$ cat src/rtl/stack_pkg.sv
// Shared defaults and width helpers for the LIFO stack.
package stack_pkg;

  localparam int DATA_WIDTH_DEF = 8;
  localparam int DEPTH_DEF      = 16;

  // Stack pointer counts 0..DEPTH inclusive, so it needs one bit beyond the index.
  localparam int SP_W_DEF = $clog2(DEPTH_DEF) + 1;

  function automatic int sp_width(input int depth);
    return $clog2(depth) + 1;
  endfunction

  // Index width into storage; at least one bit so a depth-1 stack still elaborates.
  function automatic int addr_width(input int depth);
    return (depth > 1) ? $clog2(depth) : 1;
  endfunction

  // Request decode: encoding matches {pop, push}.
  typedef enum logic [1:0] {
    OP_IDLE = 2'b00,
    OP_PUSH = 2'b01,
    OP_POP  = 2'b10,
    OP_BOTH = 2'b11
  } op_e;

endpackage

$ cat src/rtl/stack_mem.sv
// Word storage for the stack: register array, synchronous write, combinational read.
module stack_mem
  import stack_pkg::*;
#(
  parameter int DATA_WIDTH = DATA_WIDTH_DEF,
  parameter int DEPTH      = DEPTH_DEF,
  parameter int AW         = addr_width(DEPTH)
) (
  input  logic                  clk,
  input  logic                  we,
  input  logic [AW-1:0]         waddr,
  input  logic [DATA_WIDTH-1:0] wdata,
  input  logic [AW-1:0]         raddr,
  output logic [DATA_WIDTH-1:0] rdata
);

  logic [DEPTH-1:0][DATA_WIDTH-1:0] mem;

  // Contents are deliberately not reset; an entry is only read after it was pushed.
  always_ff @(posedge clk) begin
    if (we) mem[waddr] <= wdata;
  end

  assign rdata = mem[raddr];

endmodule

$ cat src/rtl/stack.sv
// LIFO stack: pointer, sticky error flag and registered pop data around stack_mem.
module stack
  import stack_pkg::*;
#(
  parameter int DATA_WIDTH = DATA_WIDTH_DEF,
  parameter int DEPTH      = DEPTH_DEF
) (
  input  logic                  clk,
  input  logic                  reset,
  input  logic                  push,
  input  logic                  pop,
  input  logic [DATA_WIDTH-1:0] data_in,
  output logic [DATA_WIDTH-1:0] data_out,
  output logic                  error
);

  localparam int SP_W = sp_width(DEPTH);
  localparam int AW   = addr_width(DEPTH);

  logic [SP_W-1:0]       sp;
  op_e                   op;
  logic                  full, empty;
  logic                  do_push;
  logic [AW-1:0]         wr_idx, rd_idx;
  logic [DATA_WIDTH-1:0] rd_word;

  // Decode the request and the occupancy flags; push+pop together decodes to a no-op.
  always_comb begin
    op      = op_e'({pop, push});
    full    = (sp == SP_W'(DEPTH));
    empty   = (sp == '0);
    do_push = (op == OP_PUSH) && !full;
    wr_idx  = AW'(sp);
    rd_idx  = AW'(sp - SP_W'(1));
  end

  stack_mem #(
    .DATA_WIDTH (DATA_WIDTH),
    .DEPTH      (DEPTH),
    .AW         (AW)
  ) u_mem (
    .clk   (clk),
    .we    (do_push),
    .waddr (wr_idx),
    .wdata (data_in),
    .raddr (rd_idx),
    .rdata (rd_word)
  );

  // Pointer, error and pop data; rejected requests only raise error, which stays set
  // until an accepted push or pop clears it.
  always_ff @(posedge clk or negedge reset) begin
    if (!reset) begin
      sp       <= '0;
      error    <= 1'b0;
      data_out <= '0;
    end else begin
      case (op)
        OP_PUSH: begin
          if (full) begin
            error <= 1'b1;
          end else begin
            sp    <= sp + SP_W'(1);
            error <= 1'b0;
          end
        end
        OP_POP: begin
          if (empty) begin
            error <= 1'b1;
          end else begin
            sp       <= sp - SP_W'(1);
            data_out <= rd_word;
            error    <= 1'b0;
          end
        end
        default: ;
      endcase
    end
  end

endmodule

$ cat config.mk
export PLATFORM = sky130hd
export DESIGN_NAME = stack
export DESIGN_NICKNAME = d
export VERILOG_FILES = /design/src/rtl/stack_pkg.sv /design/src/rtl/stack_mem.sv /design/src/rtl/stack.sv
export SDC_FILE = /design/constraint.sdc
export NUM_CORES = 1
export LEC_CHECK = 0
export ABC_AREA = 1
export BUFFER_PORTS_ARGS = -buffer_cell sky130_fd_sc_hd__buf_2
export CAP_MARGIN = 40
export CORE_AREA = 2 2 112 114
export CTS_CLUSTER_DIAMETER = 150
export DETAILED_ROUTE_END_ITERATION = 7
export DIE_AREA = 0 0 114 116
export GPL_TIMING_DRIVEN = 0
export PLACE_DENSITY_LB_ADDON = 0.1
export SLEW_MARGIN = 20
export SYNTH_ARGS = -nofsm -noshare
export SYNTH_HDL_FRONTEND = slang
export SYNTH_SLANG_ARGS = --single-unit
$ cat constraint.sdc
create_clock -name clk -period 6.65 [get_ports clk]
set_input_delay 0 -clock clk [delete_from_list [all_inputs] [get_ports clk]]
set_output_delay 0 -clock clk [all_outputs]
set_load 0.005 [all_outputs]
**Word level (Yosys, flattened, before mapping)**

Index checks and enable logic that the tools add are counted.

- $add $sub $neg: 2
- Reduce and logical (&&, ||, !) cells: 7
- Bitwise operators: 1
- Muxes and demuxes: 11
- Equality and inequality tests: 5
- Order comparisons: 3

Operator list:

| kind | count |
|---|---|
| bitwise mux 128 bit | 1 |
| binary-select mux 8 bit (select 4 bit) | 1 |
| demux 8 bit (select 4 bit) | 1 |
| 2-to-1 mux 8 bit | 2 |
| < comparator 4 x 5 -> 1 bit, second input constant | 2 |
| 2-to-1 mux 5 bit | 2 |
| one-hot mux 5 bit (2 select lines) | 1 |
| adder 5 x 1 -> 5 bit, second input constant | 1 |
| equality test 5 bit, second input constant | 1 |
| zero test 5 bit | 1 |
| subtractor 5 x 1 -> 5 bit, second input constant | 1 |
| >= comparator 4 x 1 -> 1 bit, second input constant | 1 |
| inequality test 2 bit, second input constant | 2 |
| AND reduction 3 bit | 1 |
| equality test 2 x 1 -> 1 bit, second input constant | 1 |
| equality test 2 bit, second input constant | 1 |
| logical AND 1 bit | 2 |
| 2-to-1 mux 1 bit | 2 |
| one-hot mux 1 bit (2 select lines) | 1 |
| AND reduction 2 bit | 1 |
| nonzero test 2 bit | 1 |
| zero test 1 bit | 1 |
| NOT 1 bit | 1 |

- Bits in registers: 142
- Word-level logic and storage cells: 48
- Output and inout bits: 9

**Longest topological paths before layout**

- Depth in word-level cells: 5
- Mapped depth: 14
- Gate-level depth less buffers: 9

**Modules after synthesis**

From an unflattened synthesis, not the netlist that was laid out.

- Cell total of the unflattened synthesis: 655
- Area, all modules: 6481.2 µm²

Modules (own cells, without submodules):

| module | sequential area each (µm²) | area an instance (µm²) | cells an instance | times used |
|---|---|---|---|---|
| stack_mem | 3843.7 | 5609.1 | 544 | 1 |
| stack | 350.3 | 872.1 | 111 | 1 |

**Worst setup path before layout**

OpenSTA, ideal clock, no wires.

- Path kind: reg-to-reg
- Start point: register sp[0]
- End point: register u_mem.mem[64] in the netlist's numbering, enable pin
- Path buffers: 3
- Setup time: 383 ps
- Data arrival time: 1925 ps
- Clock period less this slack: 2309 ps
- Path slack: 4341 ps
- Data required time: 6267 ps
- Stages on the path, launching flop included: 9
- Cells stage by stage: dfrtp_1 buf_2 inv_2 buf_4 buf_2 ha_1 nand3_1 nand2_1 nor3_1

- Word-level cells in the longest chain between the ends: 3

RTL lines:

| element | RTL line | RTL |
|---|---|---|
| from (decl) | stack.sv:20 | `logic [SP_W-1:0] sp;` |
| from (signal assigned) | stack.sv:63 | `sp <= sp + SP_W'(1);` |
| from (signal assigned) | stack.sv:71 | `sp <= sp - SP_W'(1);` |
| equality test 5 bit | stack.sv:30 | `full = (sp == SP_W'(DEPTH));` |
| zero test 1 bit | stack.sv:32 | `do_push = (op == OP_PUSH) && !full;` |
| logical AND 1 bit | stack.sv:32 |  |
| to (signal, indexed assignment) | stack_mem.sv:21 | `if (we) mem[waddr] <= wdata;` |
| to (decl) | stack_mem.sv:17 | `logic [DEPTH-1:0][DATA_WIDTH-1:0] mem;` |

No other way between the ends.
A chain may end at the register's enable or synchronous reset.

**Final worst setup path**

- Start point: register sp[0]
- End point: register data_out[5]

- Word-level cells in the longest chain between the ends: 3

RTL lines:

| element | RTL line | RTL |
|---|---|---|
| subtractor 5 x 1 -> 5 bit | n/a |  |
| net rd_idx[0] | stack.sv:24 | `logic [AW-1:0] wr_idx, rd_idx;` |
| binary-select mux 8 bit (select 4 bit) | stack_mem.sv:24 | `assign rdata = mem[raddr];` |
| 2-to-1 mux 8 bit (not written as such) | stack_mem.sv:24 |  |
| to (signal assigned) | stack.sv:72 | `data_out <= rd_word;` |
| to (decl) | stack.sv:13 | `output logic [DATA_WIDTH-1:0] data_out,` |

The timed path passes the listed nets, and every way through them passes these cells. The select of a mux whose other input is x is not followed.

==> results.yml <==
placed_design:
  place.gp.congestion: 0.885
  port_buffers: 20
  hpwl_um: 10100
  dpl_cell_area_um2: 6720
  dp.cells: 817
  post-place-ws_ns: 3.67
critical_path:
  endpoint_kind: "flip-flop"
  crit_path_cell_trace: "buf_2, inv_2, buf_4, buf_2, ha_1, buf_2, inv_1, buf_1, nand3_1, nand3_1, nand3_1, nand2_1, nand2_1, nand2_1"
  crit_fanout: 12
  worstSetupStartpointType: "flip-flop"
  critPathArrivalTime_ns: 3.33
  path_class: "flip-flop to flip-flop"
  path_delay_family: "buffers and inverters"
  worst_path_max_delay_cell: "buf_1"
  cp.required_ns: 7.02
  critPathMaxStageDelay_ns: 0.45
  path_buf_inv: 7
clock_tree:
  htree_levels: 4
  root_buffer: "clkbuf_16"
  clockBufferDepth: 2
  clkSlewWorstSetupHoldPaths_ns: 0.06
  cts.sinks: 142
  cts_buffers: 17
  cts_resized: 0
  clkLatencyLatePin_ns: 0.43
  cts_tree: "done"
final_layout:
  layout_common_cells: "nand2_1 (198), edfxtp_1 (128), inv_1 (123)"
  antenna_cells: 0
  finalNonFillerCells: 856
  final_cell_area_um2: 7420
  drive_gt1_frac: 0.116
  final_util: 0.623
  layout_commonest_cell: "nand2_1"
  syn2layout_area_growth_pct: 15.6
  nets: 715
global_route:
  grt.met3_usage: 0.0455
  grt_overflow: 0
  grt_most_used_layer: "met2"
  gr-usage-all-layers: 0.239
  grt_max_degree: 17
  grt_pass1_wl_um: 22600
  antenna_found_initial: 0
  grt_use_met2: 0.351
  met1_usage: 0.349
  grt_pass1_vias: 4108
synth:
  ys_seq_area_frac: 0.653
  synth_edf_count: 128
  syn_nets: 668
  yosys_warnings: 0
  yosys_register_bits: 142
  synth.distinct_cells: 24
  synth_top_flop_cell: "edfxtp_1"
  synthCells: 649
  netlist_area_um2: 6420
  async_reset_ff_frac: 0.0986
  syn-mean-instance-area_um2: 9.89
floorplanning:
  fp.dieArea_um2: 13200
  die_h_um: 116
  rows: 40
  io_pins: 21
  core_um2: 11900
  die_w_um: 114
  start_util: 0.539
detailed_routing:
  finalWirelength_um: 14600
  vias_per_cell: 5.12
  ant_nets: 0
  wl_per_cell_um: 17.1
  drc_errors: 0
  drt_iter0_markers: 473
  dr.pass1.iters: 5
  dr_total_vias: 4386
timing:
  rsz0062_at_grt: "false"
  fin_crit_ns: 2.96
  max_freq_mhz: 337
  skew_ns: 0.00858
  hold_slack_ns: 0.0171
  worst_slew_pin_slew_ns: 0.810
  fin_crit_sh: 0.446
  worst_slack_ns: 3.69
  slew-limit-headroom: 0.458
  tns_ns: 0
  hold_violations: 0
  setup_viol: 0
  maxSlewViolCount: 0
power:
  cellPowerDensity_nw_per_um2: 468
  power_mw: 3.47
  p_leak_nw: 3.35
  p_sw_frac: 0.393
  p_switching_mw: 1.36
  p_seq_frac: 0.314
  intPower_mw: 2.11
  comb_power_share: 0.408
  p_clk_frac: 0.278
  irDropWorstVdd_v: 0.000279
min_path:
  hp-class: "input port to flip-flop"
status:
  status: "finished, final reports clean"
flow_run:
  cap_violations: 0
## final timing paths
path / startpoint / endpoint / slack [ns] / depth (start not counted)
setup / recovery: sp[0] / data_out[5] / 3.69 / 14
hold / removal: data_in[1] / u_mem.mem[65] / 0.02 / 1
max in group asynchronous: reset / sp[2] / 5.12 / 4
min in group asynchronous: reset / data_out[7] / 0.50 / 3
setup reg to reg: sp[0] / data_out[5] / 3.69 / 14
hold reg to reg: data_out[0] / data_out[0] / 0.48 / 2
## logic make-up (layout without fill, tap and decap cells)
family,Yosys count,after routing,synth area share
adder cells (fa/ha/maj),7,7,0.0136
AND/OR/NAND/NOR,338,338,0.224
buffers and inverters,153,213,0.0961
flip-flops,142,142,0.653
XOR/XNOR,3,3,0.00819
AO/OA/AOI/OAI,6,6,0.00468
## synth_stat cells (3+ instances only)
| cell | count | area, µm² |
|---|---|---|
| nand4_1 | 4 | 25.0 |
| nand3_1 | 113 | 566 |
| inv_2 | 5 | 18.8 |
| dfrtp_1 | 14 | 350 |
| nand2_1 | 198 | 743 |
| o21ai_1 | 5 | 25.0 |
| buf_2 | 13 | 65.1 |
| nor2_1 | 16 | 60.1 |
| buf_1 | 3 | 11.3 |
| buf_6 | 3 | 33.8 |
| clkbuf_1 | 5 | 18.8 |
| edfxtp_1 | 128 | 3840 |
| inv_1 | 123 | 462 |
| ha_1 | 7 | 87.6 |
| nor3_1 | 3 | 15.0 |
## flip-flops by register name, indices dropped and copies added (netlist names)
name       count
data_out       8
error          1
sp             5
u_mem.mem    128
## per-layer routing
metal	part of all wire	vias to the layer above
met2	0.44	170
met4	0.023	0
met5	0	-
met1	0.47	2014
met3	0.068	30
li1	-	2172
## what timing repair did
| item | 4_1_cts | 5_1_grt |
|---|---|---|
| setup buffers | 0 | 0 |
| hold buffers | 6 | 0 |
| hold endpoints to repair | 31 | 0 |
## layout make-up
type,instances,area [µm²]
fill,986,4490
sequential,142,4190
multi-input combinational,354,1620
clock buffer,26,597
inverter,128,480
tap,147,184
timing repair buffer,28,173
buffer,25,136
clock inverter,6,35.0
## power by group through the flow
| stage | logic, mW | clock network (mW) | registers (mW) |
|---|---|---|---|
| floorplan | 0.931 | 0 | 1.10 |
| global placement | 1.37 | 0 | 1.10 |
| detailed placement | 1.38 | 0 | 1.11 |
| CTS | 1.40 | 0.982 | 1.09 |
| global route | 1.57 | 1.01 | 1.09 |
| finish | 1.42 | 0.966 | 1.09 |
Power figures use the tool's default switching activity.
